==> config.mk <==
export PLATFORM = sky130hd
export DESIGN_NAME = signed_divider
export DESIGN_NICKNAME = d
export VERILOG_FILES = /design/src/rtl/divider_pkg.sv /design/src/rtl/div_trial_sub.sv /design/src/rtl/signed_divider.sv
export SDC_FILE = /design/constraint.sdc
export NUM_CORES = 1
export LEC_CHECK = 0
export BUFFER_PORTS_ARGS = -buffer_cell sky130_fd_sc_hd__buf_4
export CORE_ASPECT_RATIO = 1.5
export CORE_MARGIN = 2
export CORE_UTILIZATION = 50
export DETAILED_ROUTE_END_ITERATION = 6
export PLACE_DENSITY = 0.7
export SYNTH_ARGS = -nofsm -noshare
export SYNTH_HDL_FRONTEND = slang
export SYNTH_HIERARCHICAL = 1
export SYNTH_SLANG_ARGS = --single-unit
==> constraint.sdc <==
create_clock -name Clk -period 6.2 [get_ports Clk]
set_input_delay 0.93 -clock Clk [delete_from_list [all_inputs] [get_ports Clk]]
set_output_delay 0.93 -clock Clk [all_outputs]
set_load 0.02 [all_outputs]
==> src/rtl/divider_pkg.sv <==
// Shared types and sizing for the sequential signed divider.
// Latency: n/a (declarations only).
// Backpressure: n/a.
package divider_pkg;

  // Default operand width; the divider top takes its WIDTH default from here.
  localparam int DIV_WIDTH = 8;

  // Iteration counter width: counts 0..DIV_WIDTH-1 during DIV.
  localparam int CNT_W = $clog2(DIV_WIDTH);

  typedef enum logic [2:0] {
    IDLE = 3'd0,
    LOAD = 3'd1,
    DIV  = 3'd2,
    FIX  = 3'd3,
    DONE = 3'd4
  } div_state_t;

endpackage

==> src/rtl/div_trial_sub.sv <==
// Trial subtractor for restoring division: computes a - b as a + ~b + 1 with a ripple carry chain.
// Latency: combinational, zero cycles.
// Backpressure: none; pure function of its inputs.
module div_trial_sub #(
  parameter int N = 9
) (
  input  logic [N-1:0] a,
  input  logic [N-1:0] b,
  output logic [N-2:0] diff,   // low N-1 bits of a - b
  output logic         sign    // top bit of a - b; 1 means b did not fit into a
);

  logic [N-1:0] sum;

  // Ripple-carry add of a and the inverted b, carry-in 1 supplies the +1 of the negate.
  always_comb begin
    logic carry;
    logic nb;
    sum   = '0;
    carry = 1'b1;
    nb    = 1'b0;
    for (int i = 0; i < N; i++) begin
      nb     = ~b[i];
      sum[i] = a[i] ^ nb ^ carry;
      carry  = (a[i] & nb) | (carry & (a[i] ^ nb));
    end
  end

  assign diff = sum[N-2:0];
  assign sign = sum[N-1];

endmodule

==> src/rtl/signed_divider.sv <==
// Signed WIDTH-bit restoring divider, truncating toward zero, remainder signed like the dividend.
// Latency: Run sampled at edge k -> Done in cycle k+WIDTH+2; divide-by-zero -> Done in cycle k+2.
// Backpressure: Run ignored while Busy; Done held until Run drops, so a held Run gives one operation.
module signed_divider
  import divider_pkg::*;
#(
  parameter int WIDTH = DIV_WIDTH
) (
  input  logic             Clk,
  input  logic             Reset,
  input  logic             Run,
  input  logic [WIDTH-1:0] Dividend,
  input  logic [WIDTH-1:0] Divisor,
  output logic [WIDTH-1:0] Quotient,
  output logic [WIDTH-1:0] Remainder,
  output logic             Busy,
  output logic             Done,
  output logic             Div_Zero,
  output logic             Overflow
);

  div_state_t       state_q, state_d;
  logic [WIDTH-1:0] r_q, r_d;          // partial remainder
  logic [WIDTH-1:0] qs_q, qs_d;        // |dividend| shifting out, quotient bits shifting in
  logic [WIDTH-1:0] d_q, d_d;          // |divisor|
  logic [CNT_W-1:0] cnt_q, cnt_d;
  logic             sign_dvd_q, sign_dvd_d;
  logic             sign_dvs_q, sign_dvs_d;
  logic [WIDTH-1:0] quot_q, quot_d;
  logic [WIDTH-1:0] rem_q, rem_d;
  logic             div_zero_q, div_zero_d;
  logic             overflow_q, overflow_d;

  logic [WIDTH:0]   trial_a;
  logic [WIDTH:0]   trial_b;
  logic [WIDTH-1:0] trial_diff;
  logic             trial_neg;

  // Shift the next dividend bit into the remainder and try subtracting the divisor.
  assign trial_a = {r_q, qs_q[WIDTH-1]};
  assign trial_b = {1'b0, d_q};

  div_trial_sub #(.N(WIDTH + 1)) u_trial (
    .a    (trial_a),
    .b    (trial_b),
    .diff (trial_diff),
    .sign (trial_neg)
  );

  // State and datapath registers; Reset clears everything, including mid-division.
  always_ff @(posedge Clk) begin
    if (Reset) begin
      state_q    <= IDLE;
      r_q        <= '0;
      qs_q       <= '0;
      d_q        <= '0;
      cnt_q      <= '0;
      sign_dvd_q <= 1'b0;
      sign_dvs_q <= 1'b0;
      quot_q     <= '0;
      rem_q      <= '0;
      div_zero_q <= 1'b0;
      overflow_q <= 1'b0;
    end else begin
      state_q    <= state_d;
      r_q        <= r_d;
      qs_q       <= qs_d;
      d_q        <= d_d;
      cnt_q      <= cnt_d;
      sign_dvd_q <= sign_dvd_d;
      sign_dvs_q <= sign_dvs_d;
      quot_q     <= quot_d;
      rem_q      <= rem_d;
      div_zero_q <= div_zero_d;
      overflow_q <= overflow_d;
    end
  end

  // Next-state and datapath update for LOAD / DIV / FIX / DONE sequencing.
  always_comb begin
    state_d    = state_q;
    r_d        = r_q;
    qs_d       = qs_q;
    d_d        = d_q;
    cnt_d      = cnt_q;
    sign_dvd_d = sign_dvd_q;
    sign_dvs_d = sign_dvs_q;
    quot_d     = quot_q;
    rem_d      = rem_q;
    div_zero_d = div_zero_q;
    overflow_d = overflow_q;

    case (state_q)
      IDLE: begin
        if (Run) state_d = LOAD;
      end

      LOAD: begin
        // |0x80| stays 0x80 and is treated as unsigned 128 by the datapath.
        sign_dvd_d = Dividend[WIDTH-1];
        sign_dvs_d = Divisor[WIDTH-1];
        qs_d       = Dividend[WIDTH-1] ? (~Dividend + 1'b1) : Dividend;
        d_d        = Divisor[WIDTH-1]  ? (~Divisor + 1'b1)  : Divisor;
        r_d        = '0;
        cnt_d      = '0;
        div_zero_d = 1'b0;
        overflow_d = 1'b0;
        // A zero divisor skips the iterations; FIX writes the sentinel results.
        state_d    = (Divisor == '0) ? FIX : DIV;
      end

      DIV: begin
        if (!trial_neg) begin
          r_d  = trial_diff;
          qs_d = {qs_q[WIDTH-2:0], 1'b1};
        end else begin
          r_d  = trial_a[WIDTH-1:0];
          qs_d = {qs_q[WIDTH-2:0], 1'b0};
        end
        cnt_d = cnt_q + 1'b1;
        if (cnt_q == CNT_W'(WIDTH - 1)) state_d = FIX;
      end

      FIX: begin
        if (d_q == '0) begin
          // qs still holds |dividend|; restoring its sign returns the dividend unchanged.
          quot_d     = '1;
          rem_d      = sign_dvd_q ? -qs_q : qs_q;
          div_zero_d = 1'b1;
        end else begin
          quot_d     = (sign_dvd_q ^ sign_dvs_q) ? -qs_q : qs_q;
          rem_d      = sign_dvd_q ? -r_q : r_q;
          // Only most-negative / -1 yields magnitude 2^(WIDTH-1) with a positive sign.
          overflow_d = sign_dvd_q & sign_dvs_q & (qs_q == {1'b1, {(WIDTH-1){1'b0}}});
        end
        state_d = DONE;
      end

      DONE: begin
        if (!Run) state_d = IDLE;
      end

      default: state_d = IDLE;
    endcase
  end

  assign Quotient  = quot_q;
  assign Remainder = rem_q;
  assign Div_Zero  = div_zero_q;
  assign Overflow  = overflow_q;
  assign Busy      = (state_q == LOAD) || (state_q == DIV) || (state_q == FIX);
  assign Done      = (state_q == DONE);

endmodule
==> metrics <==
source-to-sink clock delay at the later pin of the worst-skew pair=300 ps; IO Port Bufs=38; Final ANT Viol Nets=0; count of H-tree levels built during CTS=2; instance area after placement=3380 µm²; share of the yosys chip area belonging to registers=0.325; cell accounting for the most synthesized area=sky130_fd_sc_hd__dfxtp_1; FMAX=213 MHz; unrepaired setup endpoints after global routing=false; area of all placed cells without fillers=3490 µm²; Post-synth EDFFs=0; Nets=406; final count of hold timing violations=0; tightest hold margin=475 ps; clock-pin slew on the worst setup and hold paths=90 ps; syn nets=381; width of the die=68.1 µm; amount of wire on met2 after detailed routing=3350 µm; total number of vias=2560; Crit path required time=6380 ps; fill count=549; CTS Hold Buffers Added=0; relative slew slack=0.466; Tot Pwr=0.784 mW; MaxCap Viol Count=0; #FFs+latches synth=50; combined area of all synthesized cells=3080 µm²; Resized Gates After CTS=0; power density cells=225 nW/µm²; critical path arrival=4870 ps; Routed WL=6480 µm; RD Place Congestion=0.799; worst slack after detailed placement=1550 ps; final worst setup slack=1510 ps; dominant cell type by count on the critical path=sky130_fd_sc_hd__fa_1; wire length of the first global-routing pass=10700 µm; via count of the first global-routing pass=2345; Total GRT Usage=0.203; length of routed wiring on met1=2710 µm; CORE AREA=6040 µm²; iteration-0 DRC count of the detailed router=118; final worst-path cycle share=0.756; Die Outline Area=6810 µm²; count of yosys warnings during synthesis=6; I/O pin count=39; Clock Sinks=50; Crit Path Class=reg2reg; share of post-route cells with drive strength above 1=0.196; clock tree root driver cell=sky130_fd_sc_hd__clkbuf_8; HPWL after DPL=4840 µm; most used flip-flop cell after synthesis=sky130_fd_sc_hd__dfxtp_1; Initial Utilization=0.509; pin count of the biggest net entering global routing=56; Avg Cell Area, Syn=8.87 µm²; final setup skew=3.83 ps; crit-path cells=inv_1, ha_1, fa_1, fa_1, fa_1, fa_1, fa_1, fa_1, fa_1, xor3_1, mux2_2, a22oi_1, nor2_1; share of Yosys cell area claimed by the top area cell type=0.325; Worst Tran Pin Value=800 ps; Die H=100 µm; Hold/Removal Path Class=reg2reg; total negative slack=0 ps; Async SR Flop Fraction=0; DRC violation count after routing=0; initial antenna violation count=0; delay of the slowest critical-path stage=490 ps; post-synthesis cell type count=56; run status=complete, no violations; VDD IR max=0.104 mV; length of routed met3 wiring=216 µm; Inserted Clock Buffers=5; fin. max-slew vios=0; cells taking the most area after synthesis=sky130_fd_sc_hd__dfxtp_1, sky130_fd_sc_hd__nor2_1, sky130_fd_sc_hd__fa_1; clock buffer depth=2; instance count of the mapped netlist=347; cell at the slowest stage of the critical path=sky130_fd_sc_hd__xor3_1; Crit. End Element=flip-flop; Layout area overhead=13.3%; shortest clock period the worst path allows after layout=4690 ps; post-CTS setup buffers=0; number of rows created at floorplan=35; kind of start point of the critical path=flip-flop; first-pass detailed-route iteration total=4; CTS tree=built; Leakage=1.37 nW; count leader, synth=sky130_fd_sc_hd__dfxtp_1; routed wire length per instance=14.5 µm; Worst Path Max Fanout=9; Setup Viol. Count Final=0; vias per std cell=5.73; residual overflow from global routing=0; top layer reached by signal wires=met4; most numerous cell types in the synthesized netlist=sky130_fd_sc_hd__dfxtp_1, sky130_fd_sc_hd__nor2_1, sky130_fd_sc_hd__inv_1, sky130_fd_sc_hd__nand2_1, sky130_fd_sc_hd__a22oi_1; number of antenna cells inserted=0
==> registers in the layout (all words and copies together), names as in the netlist <==
| signal | cells |
|---|---|
| Div_Zero | 1 |
| Quotient | 8 |
| Overflow | 1 |
| Remainder | 8 |
| d_q | 8 |
| sign_dvd_q | 1 |
| r_q | 8 |
| cnt_q | 3 |
| qs_q | 8 |
| sign_dvs_q | 1 |
| state_q | 3 |
==> final cells by class <==
cell class                 count  area, µm²  area share
clock buffer                   5       68.8      0.0197
clock inverter                 3       40.0      0.0115
inverter                      27        101      0.0291
multi-input combinational    247       1870       0.538
sequential                    50       1000       0.287
tap                           74       92.6      0.0266
timing repair buffer          41        308      0.0883
==> worst paths after layout <==
kind,slack (ps),endpoint,from,depth (start not counted)
setup / recovery,1510,r_q[7],qs_q[7],13
hold / removal,480,sign_dvs_q,sign_dvs_q,2
setup reg to reg,1510,r_q[7],qs_q[7],13
hold reg to reg,480,sign_dvs_q,sign_dvs_q,2
==> stage by stage <==
stage / instances / util
detailed placement: 439 / 0.559
global placement: 439 / 0.559
CTS: 447 / 0.577
global route: 447 / 0.577
floorplan: 347 / -
finish: 447 / 0.577
==> cells in the final DEF (no fill, tap or decap), types with 3 or more instances in the layout <==
cell and count:
sky130_fd_sc_hd__a211oi_1 9, sky130_fd_sc_hd__a21oi_1 11, sky130_fd_sc_hd__a22oi_1 16, sky130_fd_sc_hd__a311oi_1 7, sky130_fd_sc_hd__and4_1 3, sky130_fd_sc_hd__buf_4 41, sky130_fd_sc_hd__clkbuf_8 5, sky130_fd_sc_hd__dfxtp_1 50
sky130_fd_sc_hd__fa_1 7, sky130_fd_sc_hd__ha_1 8, sky130_fd_sc_hd__inv_1 27, sky130_fd_sc_hd__mux2_2 8, sky130_fd_sc_hd__mux2i_1 8, sky130_fd_sc_hd__nand2_1 22, sky130_fd_sc_hd__nand2b_1 4, sky130_fd_sc_hd__nand3b_1 7
sky130_fd_sc_hd__nor2_1 40, sky130_fd_sc_hd__nor3_1 5, sky130_fd_sc_hd__nor4_1 4, sky130_fd_sc_hd__o21ai_0 11, sky130_fd_sc_hd__o221ai_1 5, sky130_fd_sc_hd__o31ai_1 5, sky130_fd_sc_hd__or3_1 3, sky130_fd_sc_hd__or4_4 3
sky130_fd_sc_hd__xnor2_1 7, sky130_fd_sc_hd__xor2_1 15
==> cell families after synthesis <==
family                     Yosys count  synth area share
and+or+nand+nor                    111             0.199
AOI/OAI and AO/OA                   81             0.203
adders and majority gates           15            0.0781
buffers and inverters               50            0.0671
DFF                                 50             0.325
muxes                               16            0.0553
xor gates and xnor gates            23            0.0704
other                                1           0.00122
==> per-layer routing <==
layer  vias up  GRT usage
li1       1293          -
met1      1198      0.240
met2        55      0.358
met3        14     0.0258
met4         0     0.0877
met5         -          0
==> where the power goes <==
part / leakage [nW] / switching [mW] / internal (mW) / total (mW)
Sequential: 0.405 / 0.0227 / 0.334 / 0.357
Combinational: 0.908 / 0.106 / 0.0919 / 0.198
Clock: 0.0579 / 0.110 / 0.119 / 0.229
==> worst max-delay path: cells and delay by family, from the launching register on <==
| kind | cells | cell delay [ps] |
|---|---|---|
| buffers and inverters | 1 | 70 |
| adder cells (fa/ha/maj) | 8 | 2970 |
| XOR/XNOR | 1 | 490 |
| flip-flops | 1 | 440 |
| AO/OA/AOI/OAI | 1 | 140 |
| multiplexers | 1 | 390 |
| AND/OR/NAND/NOR | 1 | 50 |
(Power assumes the default switching activity.)
